File: config.mk
export PLATFORM = sky130hd
export DESIGN_NAME = msrv32_branch_predict_unit
export DESIGN_NICKNAME = d
export VERILOG_FILES = /design/src/rtl/msrv32_branch_predict_unit.sv
export SDC_FILE = /design/constraint.sdc
export NUM_CORES = 1
export LEC_CHECK = 0
export CAP_MARGIN = 20
export CORE_UTILIZATION = 40
export DETAILED_ROUTE_END_ITERATION = 7
export HOLD_SLACK_MARGIN = 0.08
export SKIP_CTS_REPAIR_TIMING = 1
export SYNTH_ARGS = -nofsm -noshare
export SYNTH_HDL_FRONTEND = slang
export SYNTH_SLANG_ARGS = --single-unit
File: constraint.sdc
create_clock -name ms_riscv32_mp_clk_in -period 9 [get_ports ms_riscv32_mp_clk_in]
set_clock_uncertainty 0.15 [all_clocks]
set_input_delay 1.8 -clock ms_riscv32_mp_clk_in [delete_from_list [all_inputs] [get_ports ms_riscv32_mp_clk_in]]
set_output_delay 1.8 -clock ms_riscv32_mp_clk_in [all_outputs]
set_load 0.01 [all_outputs]
File: src/rtl/msrv32_branch_predict_unit.sv
// Branch predictor and resolver: 2-bit BHT prediction at fetch,
// registered branch resolution, BHT training and perf counters at execute.
module msrv32_branch_predict_unit #(
  parameter int         XLEN        = 32,
  parameter int         BHT_ENTRIES = 64,
  parameter logic [1:0] CTR_INIT    = 2'b01,
  parameter int         PERF_W      = 16
) (
  input  logic              ms_riscv32_mp_clk_in,
  input  logic              ms_riscv32_mp_rst_in,
  input  logic [XLEN-1:0]   fetch_pc_in,
  output logic              predict_taken_out,
  input  logic              resolve_valid_in,
  input  logic [XLEN-1:0]   resolve_pc_in,
  input  logic [4:0]        opcode_in,
  input  logic [2:0]        funct3_in,
  input  logic [XLEN-1:0]   rs1_in,
  input  logic [XLEN-1:0]   rs2_in,
  input  logic              predicted_taken_in,
  input  logic              flush_in,
  output logic              resolve_valid_out,
  output logic              branch_taken_out,
  output logic              mispredict_out,
  output logic [PERF_W-1:0] branch_count_out,
  output logic [PERF_W-1:0] mispredict_count_out
);

  localparam int IDX_W = $clog2(BHT_ENTRIES);
  localparam logic [4:0] OP_BR   = 5'b11000;
  localparam logic [4:0] OP_JAL  = 5'b11011;
  localparam logic [4:0] OP_JALR = 5'b11001;

  logic [1:0]        r_bht [BHT_ENTRIES];
  logic              r_valid;
  logic              r_taken;
  logic              r_mis;
  logic [PERF_W-1:0] r_br_cnt;
  logic [PERF_W-1:0] r_mis_cnt;

  logic [IDX_W-1:0]  w_fidx;
  logic [IDX_W-1:0]  w_ridx;
  logic              w_accept;
  logic              w_is_br;
  logic              w_is_jmp;
  logic              w_taken;
  logic              w_mis;
  logic [1:0]        w_ctr;
  logic [1:0]        w_ctr_nxt;
  logic              w_unused;

  assign w_fidx   = fetch_pc_in[IDX_W+1:2];
  assign w_ridx   = resolve_pc_in[IDX_W+1:2];
  assign w_accept = resolve_valid_in & ~flush_in;
  assign w_is_br  = (opcode_in == OP_BR);
  assign w_is_jmp = (opcode_in == OP_JAL) | (opcode_in == OP_JALR);
  assign w_mis    = w_taken ^ predicted_taken_in;
  assign w_ctr    = r_bht[w_ridx];

  // High PC bits alias by design; low two bits are always 0 for aligned PCs.
  assign w_unused = ^{fetch_pc_in[XLEN-1:IDX_W+2], fetch_pc_in[1:0],
                      resolve_pc_in[XLEN-1:IDX_W+2], resolve_pc_in[1:0]};

  // Prediction reads the stored counter only; updates show next cycle.
  assign predict_taken_out    = r_bht[w_fidx][1];
  assign resolve_valid_out    = r_valid;
  assign branch_taken_out     = r_taken;
  assign mispredict_out       = r_mis;
  assign branch_count_out     = r_br_cnt;
  assign mispredict_count_out = r_mis_cnt;

  // Actual taken decision for the presented instruction.
  always_comb begin
    w_taken = 1'b0;
    unique case (1'b1)
      w_is_br: begin
        case (funct3_in)
          3'b000:  w_taken = (rs1_in == rs2_in);
          3'b001:  w_taken = (rs1_in != rs2_in);
          3'b100:  w_taken = ($signed(rs1_in) < $signed(rs2_in));
          3'b101:  w_taken = ($signed(rs1_in) >= $signed(rs2_in));
          3'b110:  w_taken = (rs1_in < rs2_in);
          3'b111:  w_taken = (rs1_in >= rs2_in);
          default: w_taken = 1'b0;
        endcase
      end
      w_is_jmp: w_taken = 1'b1;
      default:  w_taken = 1'b0;
    endcase
  end

  // Saturating 2-bit counter step for the resolving index.
  always_comb begin
    w_ctr_nxt = w_ctr;
    if (w_taken) begin
      if (w_ctr != 2'b11) w_ctr_nxt = w_ctr + 2'd1;
    end else begin
      if (w_ctr != 2'b00) w_ctr_nxt = w_ctr - 2'd1;
    end
  end

  // Result registers; taken/mispredict hold when nothing is accepted.
  always_ff @(posedge ms_riscv32_mp_clk_in) begin
    if (ms_riscv32_mp_rst_in) begin
      r_valid <= 1'b0;
      r_taken <= 1'b0;
      r_mis   <= 1'b0;
    end else begin
      r_valid <= w_accept;
      if (w_accept) begin
        r_taken <= w_taken;
        r_mis   <= w_mis;
      end
    end
  end

  // BHT training, conditional branches only.
  always_ff @(posedge ms_riscv32_mp_clk_in) begin
    if (ms_riscv32_mp_rst_in) begin
      for (int i = 0; i < BHT_ENTRIES; i++) r_bht[i] <= CTR_INIT;
    end else if (w_accept && w_is_br) begin
      r_bht[w_ridx] <= w_ctr_nxt;
    end
  end

  // Saturating performance counters.
  always_ff @(posedge ms_riscv32_mp_clk_in) begin
    if (ms_riscv32_mp_rst_in) begin
      r_br_cnt  <= '0;
      r_mis_cnt <= '0;
    end else if (w_accept) begin
      if (w_is_br && r_br_cnt != '1)
        r_br_cnt <= r_br_cnt + PERF_W'(1);
      if (w_mis && r_mis_cnt != '1)
        r_mis_cnt <= r_mis_cnt + PERF_W'(1);
    end
  end

endmodule

==> results_dict.tcl, run 1 <==
set metrics [dict create \
    synthFlopType "edfxtp_1" \
    dr.pass1.iters 5 \
    core_um2 23700 \
    path_cells "clkdlybuf4s50_1 -> mux4_2 -> mux4_2 -> mux4_2 -> clkdlybuf4s50_1" \
    outcome "complete, no violations" \
    grt_start_max_net_pins 77 \
    crit_required_ns 7.05 \
    globalplace.congestion 0.825 \
    setup_viol 0 \
    place_ws_ns 2.19 \
    clk_pin_slew_ns 0.06 \
    synthesis.area_um2 9770 \
    tritoncts "done" \
    cts_max_level 4 \
    final_max_slew_viol_count 0 \
    startpoint "fetch_pc_in[3]" \
    clkSinkCount 163 \
    worst_hold_path_type "flop to flop" \
    port_buffers 124 \
    rows 56 \
    async_reset_ff_share_pct 0 \
    ys_seq_area_share_pct 46.5 \
    relSlewSlack_pct 26.8 \
    ir_worst_vdd_v 0.000105 \
    clk_path_buf_depth 2 \
    power_leakage_nw 3.79 \
    crit_top_cell "mux4_2" \
    synthCells 946 \
    die_h_um 158 \
    vias 7608 \
    dieWidth_um 158 \
    diodes 0 \
    r2r-start "r_bht[8][1]$_SDFFCE_PN0P_" \
    synth_edf_count 128 \
    track_usage_pct 21.4 \
    initial_core_util_pct 41.3 \
    wirelength_mm 25.4 \
    period_share_pct 76.0 \
    wire_per_inst_um 18.7 \
    most-common-layout-cells "edfxtp_1, clkdlybuf4s50_1, nor2_1" \
    grt-ovfl-total 0 \
    hold_viol 0 \
    final.setup.tns_ns 0 \
    drv_cap 0 \
    ff2ff_setup_slack_ns 5.47 \
    cp-end-kind "primary output" \
    clk_latency_ns 0.44 \
    path_class "input port to primary output" \
    final_net_count 1203 \
    grt_pass1_wl_mm 40.5 \
    final_core_util_pct 49.5 \
    drt_iter0_drc 529 \
    grt_antenna_before_repair 0 \
    worstPathMaxFanout 16 \
    worst_slack_ns 2.16 \
    crit_arrival_ns 4.89 \
    pin_count 177 \
    powerDensity_nw_per_um2 152 \
    drive_gt1_share_pct 17.6 \
    syn_area_per_cell_um2 10.3 \
    synth_nets 1121 \
    finalPower_w 0.00178 \
    rsz0062_at_grt "false" \
    startpoint_type "input port" \
    worstHoldStart "mispredict_out$_SDFFE_PP0P_" \
    cts_buffers 17 \
    cts-root-buf "clkbuf_16" \
    grt_pass1_vias 7432 \
    synthDistinctLibCells 68 \
    post-route-drc-count 0 \
    yosysWarnings 0 \
    mostFrequentLayoutCell "edfxtp_1" \
    ant_nets 0 \
    final_cells 1360 \
    viasPerCell 5.59 \
    dieArea_um2 25100 \
    hpwlAfterDp_mm 17.3 \
    cpPeakStageDelay_ns 1.10 \
    slowest_stage "clkdlybuf4s50_1" \
    synth_seq_cells 163 \
    tightest_slew_ns 1.10 \
    area_growth_pct 20.0 \
    dp.cells 1328 \
    fin_crit_ns 6.84 \
    fmax_mhz 146 \
]
## metrics by stage
| stage | instance area (um^2) | hold slack [ns] |
|---|---|---|
| 2_1_floorplan | 9770 | 0.345 |
| 3_3_place_gp | 11100 | 0.331 |
| 3_5_place_dp | 11100 | 0.332 |
| 4_1_cts | 11700 | 0.351 |
| 5_1_grt | 11700 | 0.373 |
| 6_report | 11700 | 0.350 |
## final timing paths
check,to,depth (start not counted)
worst min-delay path,mispredict_out$_SDFFE_PP0P_,2
worst max-delay path,predict_taken_out,5
worst max register to register,r_bht[54][0]$_SDFFCE_PN1P_,8
worst min register to register,mispredict_out$_SDFFE_PP0P_,2
## cell families (layout without fill, tap and decap cells)
kind of cell / after synthesis / count (layout) / share of synthesized area [%]
buffers and inverters: 116 / 211 / 5.45
xor gates and xnor gates: 13 / 13 / 1.17
and+or+nand+nor: 435 / 435 / 24.5
AOI/OAI and AO/OA: 149 / 149 / 11.5
muxes: 34 / 34 / 6.32
DFF: 163 / 163 / 46.5
adders and majority gates: 36 / 36 / 4.57
## per-layer routing
layer	vias up	GRT usage, %	wire length (um)
li1	3635	-	-
met4	0	7.33	602
met1	3696	28.2	11100
met3	40	3.78	1350
met2	237	35.5	12400
met5	-	0	0
## flip-flops by register name, summed over array words and instances (netlist names)
register / count
branch_count_out: 16
branch_taken_out: 1
mispredict_count_out: 16
mispredict_out: 1
r_bht: 128
resolve_valid_out: 1
## worst max-delay path, delay by kind of cell
family / cells / cell delay (ns)
buffers and inverters: 2 / 1.60
muxes: 3 / 1.50
## synthesized netlist by cell type (4+ instances only)
master / number / area [um^2]
a211oi_1: 4 / 30.0
a21oi_1: 25 / 125
a221oi_1: 17 / 149
a22o_1: 16 / 140
a22oi_1: 32 / 240
a31oi_1: 14 / 87.6
and3_1: 7 / 43.8
and4_1: 9 / 78.8
buf_1: 8 / 30.0
buf_6: 12 / 135
clkbuf_1: 49 / 184
dfxtp_1: 35 / 701
edfxtp_1: 128 / 3840
ha_1: 34 / 425
inv_1: 45 / 169
mux2_1: 7 / 78.8
mux2i_1: 4 / 40.0
mux4_2: 21 / 473
nand2_1: 101 / 379
nand2b_1: 16 / 100
nand3_1: 28 / 140
nand3b_1: 5 / 37.5
nand4_1: 11 / 68.8
nor2_1: 105 / 394
nor2b_1: 9 / 56.3
nor3_1: 16 / 80.1
nor3_2: 48 / 480
nor3b_1: 4 / 30.0
o211ai_1: 5 / 37.5
o21ai_0: 7 / 35.0
o41ai_1: 6 / 52.6
or2_2: 53 / 332
or3_1: 6 / 37.5
xnor2_1: 4 / 35.0
xor2_1: 9 / 78.8
## final cells by class
class,count,area (um^2)
Multi-Input combinational cell,667,4720
Sequential cell,163,4540
Fill cell,2203,12000
Inverter,45,169
Clock inverter,10,95.1
Clock buffer,22,487
Timing Repair Buffer,134,1310
Tap cell,319,399
## power by group
| group | total, W | internal, W | leakage, nW | switching, W |
|---|---|---|---|---|
| clock | 0.000721 | 0.000415 | 0.281 | 0.000307 |
| sequential | 0.000828 | 0.000820 | 1.39 | 0.00000810 |
| combinational | 0.000227 | 0.0000977 | 2.12 | 0.000129 |
| total | 0.00178 | 0.00133 | 3.79 | 0.000444 |
Power figures use the tool's default switching activity.
==> run 2, diff against run 1 <==
==> constraint.sdc (replaced) <==
create_clock -name ms_riscv32_mp_clk_in -period 6.9 [get_ports ms_riscv32_mp_clk_in]
set_clock_uncertainty 0.15 [all_clocks]
set_input_delay 1.38 -clock ms_riscv32_mp_clk_in [delete_from_list [all_inputs] [get_ports ms_riscv32_mp_clk_in]]
set_output_delay 1.38 -clock ms_riscv32_mp_clk_in [all_outputs]
set_load 0.01 [all_outputs]
==> run 2 against run 1 <==
Final area is 0.80% higher. Power is 32% higher. Global-route usage decreased by 0.060 points. Core utilization is 0.40 points higher. Wire length is 1.7% higher. Highest routed layer unchanged. Non-clock buffer count rose by 8. First-iteration DRC count rose by 19%. Register-to-register slack lost 1.9 ns. Sequential share of layout area shrank 0.31 points. Clock power increased by 34%.
==> results_dict.tcl, run 2 (synthesized netlist as in run 1, its figures left out) <==
set metrics [dict create \
    final.setup.tns_ns 0 \
    fillers 2198 \
    clk_pin_slew_ns 0.06 \
    drv_cap 0 \
    hold-path-cell-count 2 \
    cpPeakStageDelay_ns 0.58 \
    rows 56 \
    largest_reg_flops 128 \
    worstPathMaxFanout 16 \
    tightest_slew_ns 1.11 \
    final_core_util_pct 49.9 \
    port_buffers 124 \
    tritoncts "done" \
    ff2ff_setup_slack_ns 3.61 \
    rsz0062_at_grt "false" \
    path_cells "clkdlybuf4s50_1 -> buf_4 -> mux4_2 -> mux4_2 -> mux4_2 -> clkdlybuf4s50_1" \
    area_growth_pct 20.9 \
    dieArea_um2 25100 \
    r2r_cells 8 \
    grt_pass1_wl_mm 40.5 \
    r2r_end "r_bht[49][0]$_SDFFCE_PN1P_" \
    cts_buffers 17 \
    worstHoldStart "mispredict_out$_SDFFE_PP0P_" \
    clk_latency_ns 0.42 \
    clkSinkCount 163 \
    relSlewSlack_pct 25.7 \
    place_ws_ns 1.00 \
    dr.pass1.iters 5 \
    final_area_um2 11800 \
    whs_endpoint "mispredict_out$_SDFFE_PP0P_" \
    worst_slack_ns 1.09 \
    dieWidth_um 158 \
    startpoint_type "input port" \
    grt_antenna_before_repair 0 \
    ir_worst_vdd_v 0.000123 \
    worst_hold_path_type "flop to flop" \
    dp.cells 1336 \
    final_net_count 1211 \
    cp_num_buf_inv 3 \
    powerDensity_nw_per_um2 199 \
    setup_viol 0 \
    cts_max_level 4 \
    pin_count 177 \
    post_dp_cell_area_um2 11200 \
    initial_core_util_pct 41.3 \
    cp_top_family "multiplexers" \
    viasPerCell 5.60 \
    wire_per_inst_um 18.9 \
    most-common-layout-cells "edfxtp_1, clkdlybuf4s50_1, nor2_1" \
    mostFrequentLayoutCell "edfxtp_1" \
    slowest_stage "mux4_2" \
    vias 7664 \
    drive_gt1_share_pct 18.1 \
    outcome "complete, no violations" \
    track_usage_pct 21.4 \
    die_h_um 158 \
    core_um2 23700 \
    hpwlAfterDp_mm 17.5 \
    fmax_mhz 172 \
    post-route-drc-count 0 \
    r2r-start "r_bht[8][1]$_SDFFCE_PN0P_" \
    clk_path_buf_depth 2 \
    power_leakage_nw 3.84 \
    crit_required_ns 5.37 \
    hold_viol 0 \
    grt_pass1_vias 7291 \
    wirelength_mm 25.8 \
    grt-ovfl-total 0 \
    ant_nets 0 \
    cp-end-kind "primary output" \
    final_cells 1368 \
    crit_arrival_ns 4.28 \
    crit_top_cell "mux4_2" \
    period_share_pct 84.2 \
    cts-root-buf "clkbuf_16" \
    fin_crit_ns 5.81 \
    drt_iter0_drc 631 \
    largest-register "r_bht" \
    grt_start_max_net_pins 110 \
    globalplace.congestion 0.808 \
    path_class "input port to primary output" \
    final_max_slew_viol_count 0 \
    diodes 0 \
]
## run 2: changes by cell type in the layout (fill, tap and decap cells not counted)
cell / delta
buf_4: +6
buf_12: +2
bufinv_16: +2
clkbuf_16: -2
clkinv_1: +1
clkinv_2: -1
clkinv_4: -1
inv_6: +1
## run 2: worst max-delay path by stage
stage | start | slack, ns | endpoint | cells past startpoint
4_1_cts | fetch_pc_in[2] | 1.06 | predict_taken_out | 6
3_3_place_gp | rs2_in[31] | 1.06 | r_bht[15][0]$_SDFFCE_PN1P_ | 13
6_report | fetch_pc_in[2] | 1.09 | predict_taken_out | 6
2_1_floorplan | fetch_pc_in[2] | 1.55 | predict_taken_out | 5
5_1_grt | fetch_pc_in[2] | 0.99 | predict_taken_out | 6
3_5_place_dp | rs2_in[31] | 1.00 | r_bht[62][0]$_SDFFCE_PN1P_ | 13
## run 2: stage by stage
step | total power, W | hold WS (ns)
after floorplan | 0.00130 | 0.345
after global placement | 0.00141 | 0.318
after detailed placement | 0.00141 | 0.334
after CTS | 0.00237 | 0.346
after global routing | 0.00243 | 0.370
final | 0.00235 | 0.345
## run 2: layer usage
metal	global-route usage (%)	vias to the layer above	routed length, um
met1	28.8	3713	11300
met4	5.59	0	333
met2	35.9	262	12800
li1	-	3666	-
met5	0	-	0
met3	3.13	23	1430
## run 2: layout make-up
class,instances,area [um^2],share of cell area [%]
timing repair buffer,142,1400,11.8
inverter,45,169,1.43
clock inverter,12,154,1.30
clock buffer,20,437,3.69
sequential,163,4540,38.5
multi-input combinational,667,4720,39.9
tap,319,399,3.38
## run 2: tightest hold or removal path: cells and delay by family (launching register included)
| kind | cells | cell delay [ns] |
|---|---|---|
| DFF | 1 | 0.33 |
| AOI/OAI and AO/OA | 1 | 0.05 |
| and+or+nand+nor | 1 | 0.08 |
## run 2: power by group
group          switching, W  total, W  internal [W]
clock              0.000393  0.000964      0.000571
sequential        0.0000103   0.00108       0.00107
combinational      0.000172  0.000308      0.000136
total              0.000576   0.00235       0.00178
==> run 3, diff against run 2 <==
==> constraint.sdc (replaced) <==
create_clock -name ms_riscv32_mp_clk_in -period 5.9 [get_ports ms_riscv32_mp_clk_in]
set_clock_uncertainty 0.15 [all_clocks]
set_input_delay 1.18 -clock ms_riscv32_mp_clk_in [delete_from_list [all_inputs] [get_ports ms_riscv32_mp_clk_in]]
set_output_delay 1.18 -clock ms_riscv32_mp_clk_in [all_outputs]
set_load 0.01 [all_outputs]
==> run 3 against run 2 <==
Setup slack lost 0.50 ns. Via count shrank 1.0%. First-iteration DRC count shrank 25%. Critical path type unchanged. Critical endpoint unchanged.
==> results_dict.tcl, run 3 (synthesized netlist as in run 1, its figures left out) <==
set metrics [dict create \
    grt_pass1_wl_mm 41.1 \
    crit_top_cell "mux4_2" \
    globalplace.congestion 0.834 \
    track_usage_pct 21.8 \
    drv_cap 0 \
    fin_crit_ns 5.30 \
    grt_start_max_net_pins 110 \
    cpPeakStageDelay_ns 0.55 \
    outcome "complete, no violations" \
    diodes 0 \
    holdWs_ns 0.342 \
    worstPathMaxFanout 16 \
    period_share_pct 89.9 \
    hold_viol 0 \
    drt_iter0_drc 476 \
    path_class "input port to primary output" \
    ir_worst_vdd_v 0.000151 \
    cts_max_level 4 \
    grt_antenna_before_repair 0 \
    relSlewSlack_pct 26.9 \
    most-common-layout-cells "edfxtp_1, clkdlybuf4s50_1, nor2_1" \
    hpwlAfterDp_mm 17.7 \
    final_cells 1371 \
    ant_nets 0 \
    pin_count 177 \
    grt_pass1_vias 7464 \
    vias 7587 \
    core_um2 23700 \
    drive_gt1_share_pct 18.5 \
    final.setup.tns_ns 0 \
    post-route-drc-count 0 \
    tightest_slew_ns 1.10 \
    wirelength_mm 25.8 \
    area_growth_pct 21.2 \
    final_net_count 1214 \
    clk_latency_ns 0.43 \
    final_max_slew_viol_count 0 \
    dieWidth_um 158 \
    ff2ff_setup_slack_ns 3.02 \
    path_cells "clkdlybuf4s50_1 -> buf_12 -> mux4_2 -> mux4_2 -> mux4_2 -> clkdlybuf4s50_1" \
    fillers 2191 \
    cp_top_family "multiplexers" \
    powerDensity_nw_per_um2 231 \
    clkSinkCount 163 \
    cts_buffers 17 \
    cp_num_buf_inv 3 \
    use_met3_pct 3.48 \
    crit_required_ns 4.57 \
    largest_reg_flops 128 \
    rsz0062_at_grt "false" \
    rows 56 \
    power_leakage_nw 3.85 \
    viasPerCell 5.53 \
    tritoncts "done" \
    port_buffers 124 \
    wire_per_inst_um 18.8 \
    fmax_mhz 189 \
    die_h_um 158 \
    dp.cells 1339 \
    use_met1_pct 28.4 \
    slowest_stage "mux4_2" \
    mostFrequentLayoutCell "edfxtp_1" \
    crit_arrival_ns 3.97 \
    clk_pin_slew_ns 0.07 \
    dr.pass1.iters 5 \
    busiest_layer "met2" \
    setup_viol 0 \
    cp-end-kind "primary output" \
    largest-register "r_bht" \
    grt-ovfl-total 0 \
    clk_path_buf_depth 2 \
    dieArea_um2 25100 \
    worst_hold_path_type "flop to flop" \
    finalPower_w 0.00274 \
    grt.met2_usage_pct 36.6 \
    initial_core_util_pct 41.3 \
    startpoint_type "input port" \
    cts-root-buf "clkbuf_16" \
]
-- run 3: cell types whose count changed in the layout (fill, tap and decap cells not counted), sizes merged --
| cell | delta |
|---|---|
| buf | +3 |
| inv | +2 |
| bufinv | -1 |
| clkinv | +1 |
| clkbuf | -3 |
| clkinvlp | +1 |
-- run 3: path summary, 6_finish.rpt --
check,start,end,cells after the start
worst min register to register,mispredict_count_out[15]$_SDFFE_PP0P_,mispredict_count_out[15]$_SDFFE_PP0P_,2
worst min-delay path,mispredict_count_out[15]$_SDFFE_PP0P_,mispredict_count_out[15]$_SDFFE_PP0P_,2
worst max-delay path,fetch_pc_in[2],predict_taken_out,6
worst max register to register,r_bht[10][1]$_SDFFCE_PN0P_,r_bht[0][1]$_SDFFCE_PN0P_,8
-- run 3: worst reg2reg max path, cell delays in order, from the launching register on --
cell and delay, ns:
edfxtp_1 0.43, a22o_1 0.23, a221oi_1 0.20, a31oi_1 0.17
or4_1 0.61, nor2_1 0.18, maj3_4 0.22, buf_12 0.31
nor3_1 0.10
-- run 3: layer usage --
metal	vias to the layer above	routed length [um]
li1	3654	-
met1	3711	11200
met2	196	12800
met3	26	1360
met4	0	441
met5	-	0
-- run 3: stage by stage --
stage / util (%) / cell area, um^2 / setup WS, ns
after CTS: 50.0 / 11800 / 0.582
final: 50.0 / 11800 / 0.597
after detailed placement: 47.6 / 11300 / 0.612
after global routing: 50.0 / 11800 / 0.556
after floorplan: - / 9770 / 0.950
after global placement: 47.6 / 11300 / 0.589
-- run 3: layout make-up --
class                           count  area, um^2  area share [%]
Tap cell                          319         399            3.37
Sequential cell                   163        4540            38.4
Clock inverter                     15         155            1.31
Multi-Input combinational cell    667        4720            39.8
Timing Repair Buffer              145        1430            12.1
Clock buffer                       17         425            3.59
Inverter                           45         169            1.43
-- run 3: report_power, final --
| part | total [W] | switching [W] | leakage [nW] | internal [W] |
|---|---|---|---|---|
| Combinational | 0.000362 | 0.000201 | 2.19 | 0.000161 |
| Clock | 0.00111 | 0.000483 | 0.277 | 0.000627 |
| Sequential | 0.00126 | 0.0000118 | 1.39 | 0.00125 |
| Total | 0.00274 | 0.000696 | 3.85 | 0.00204 |
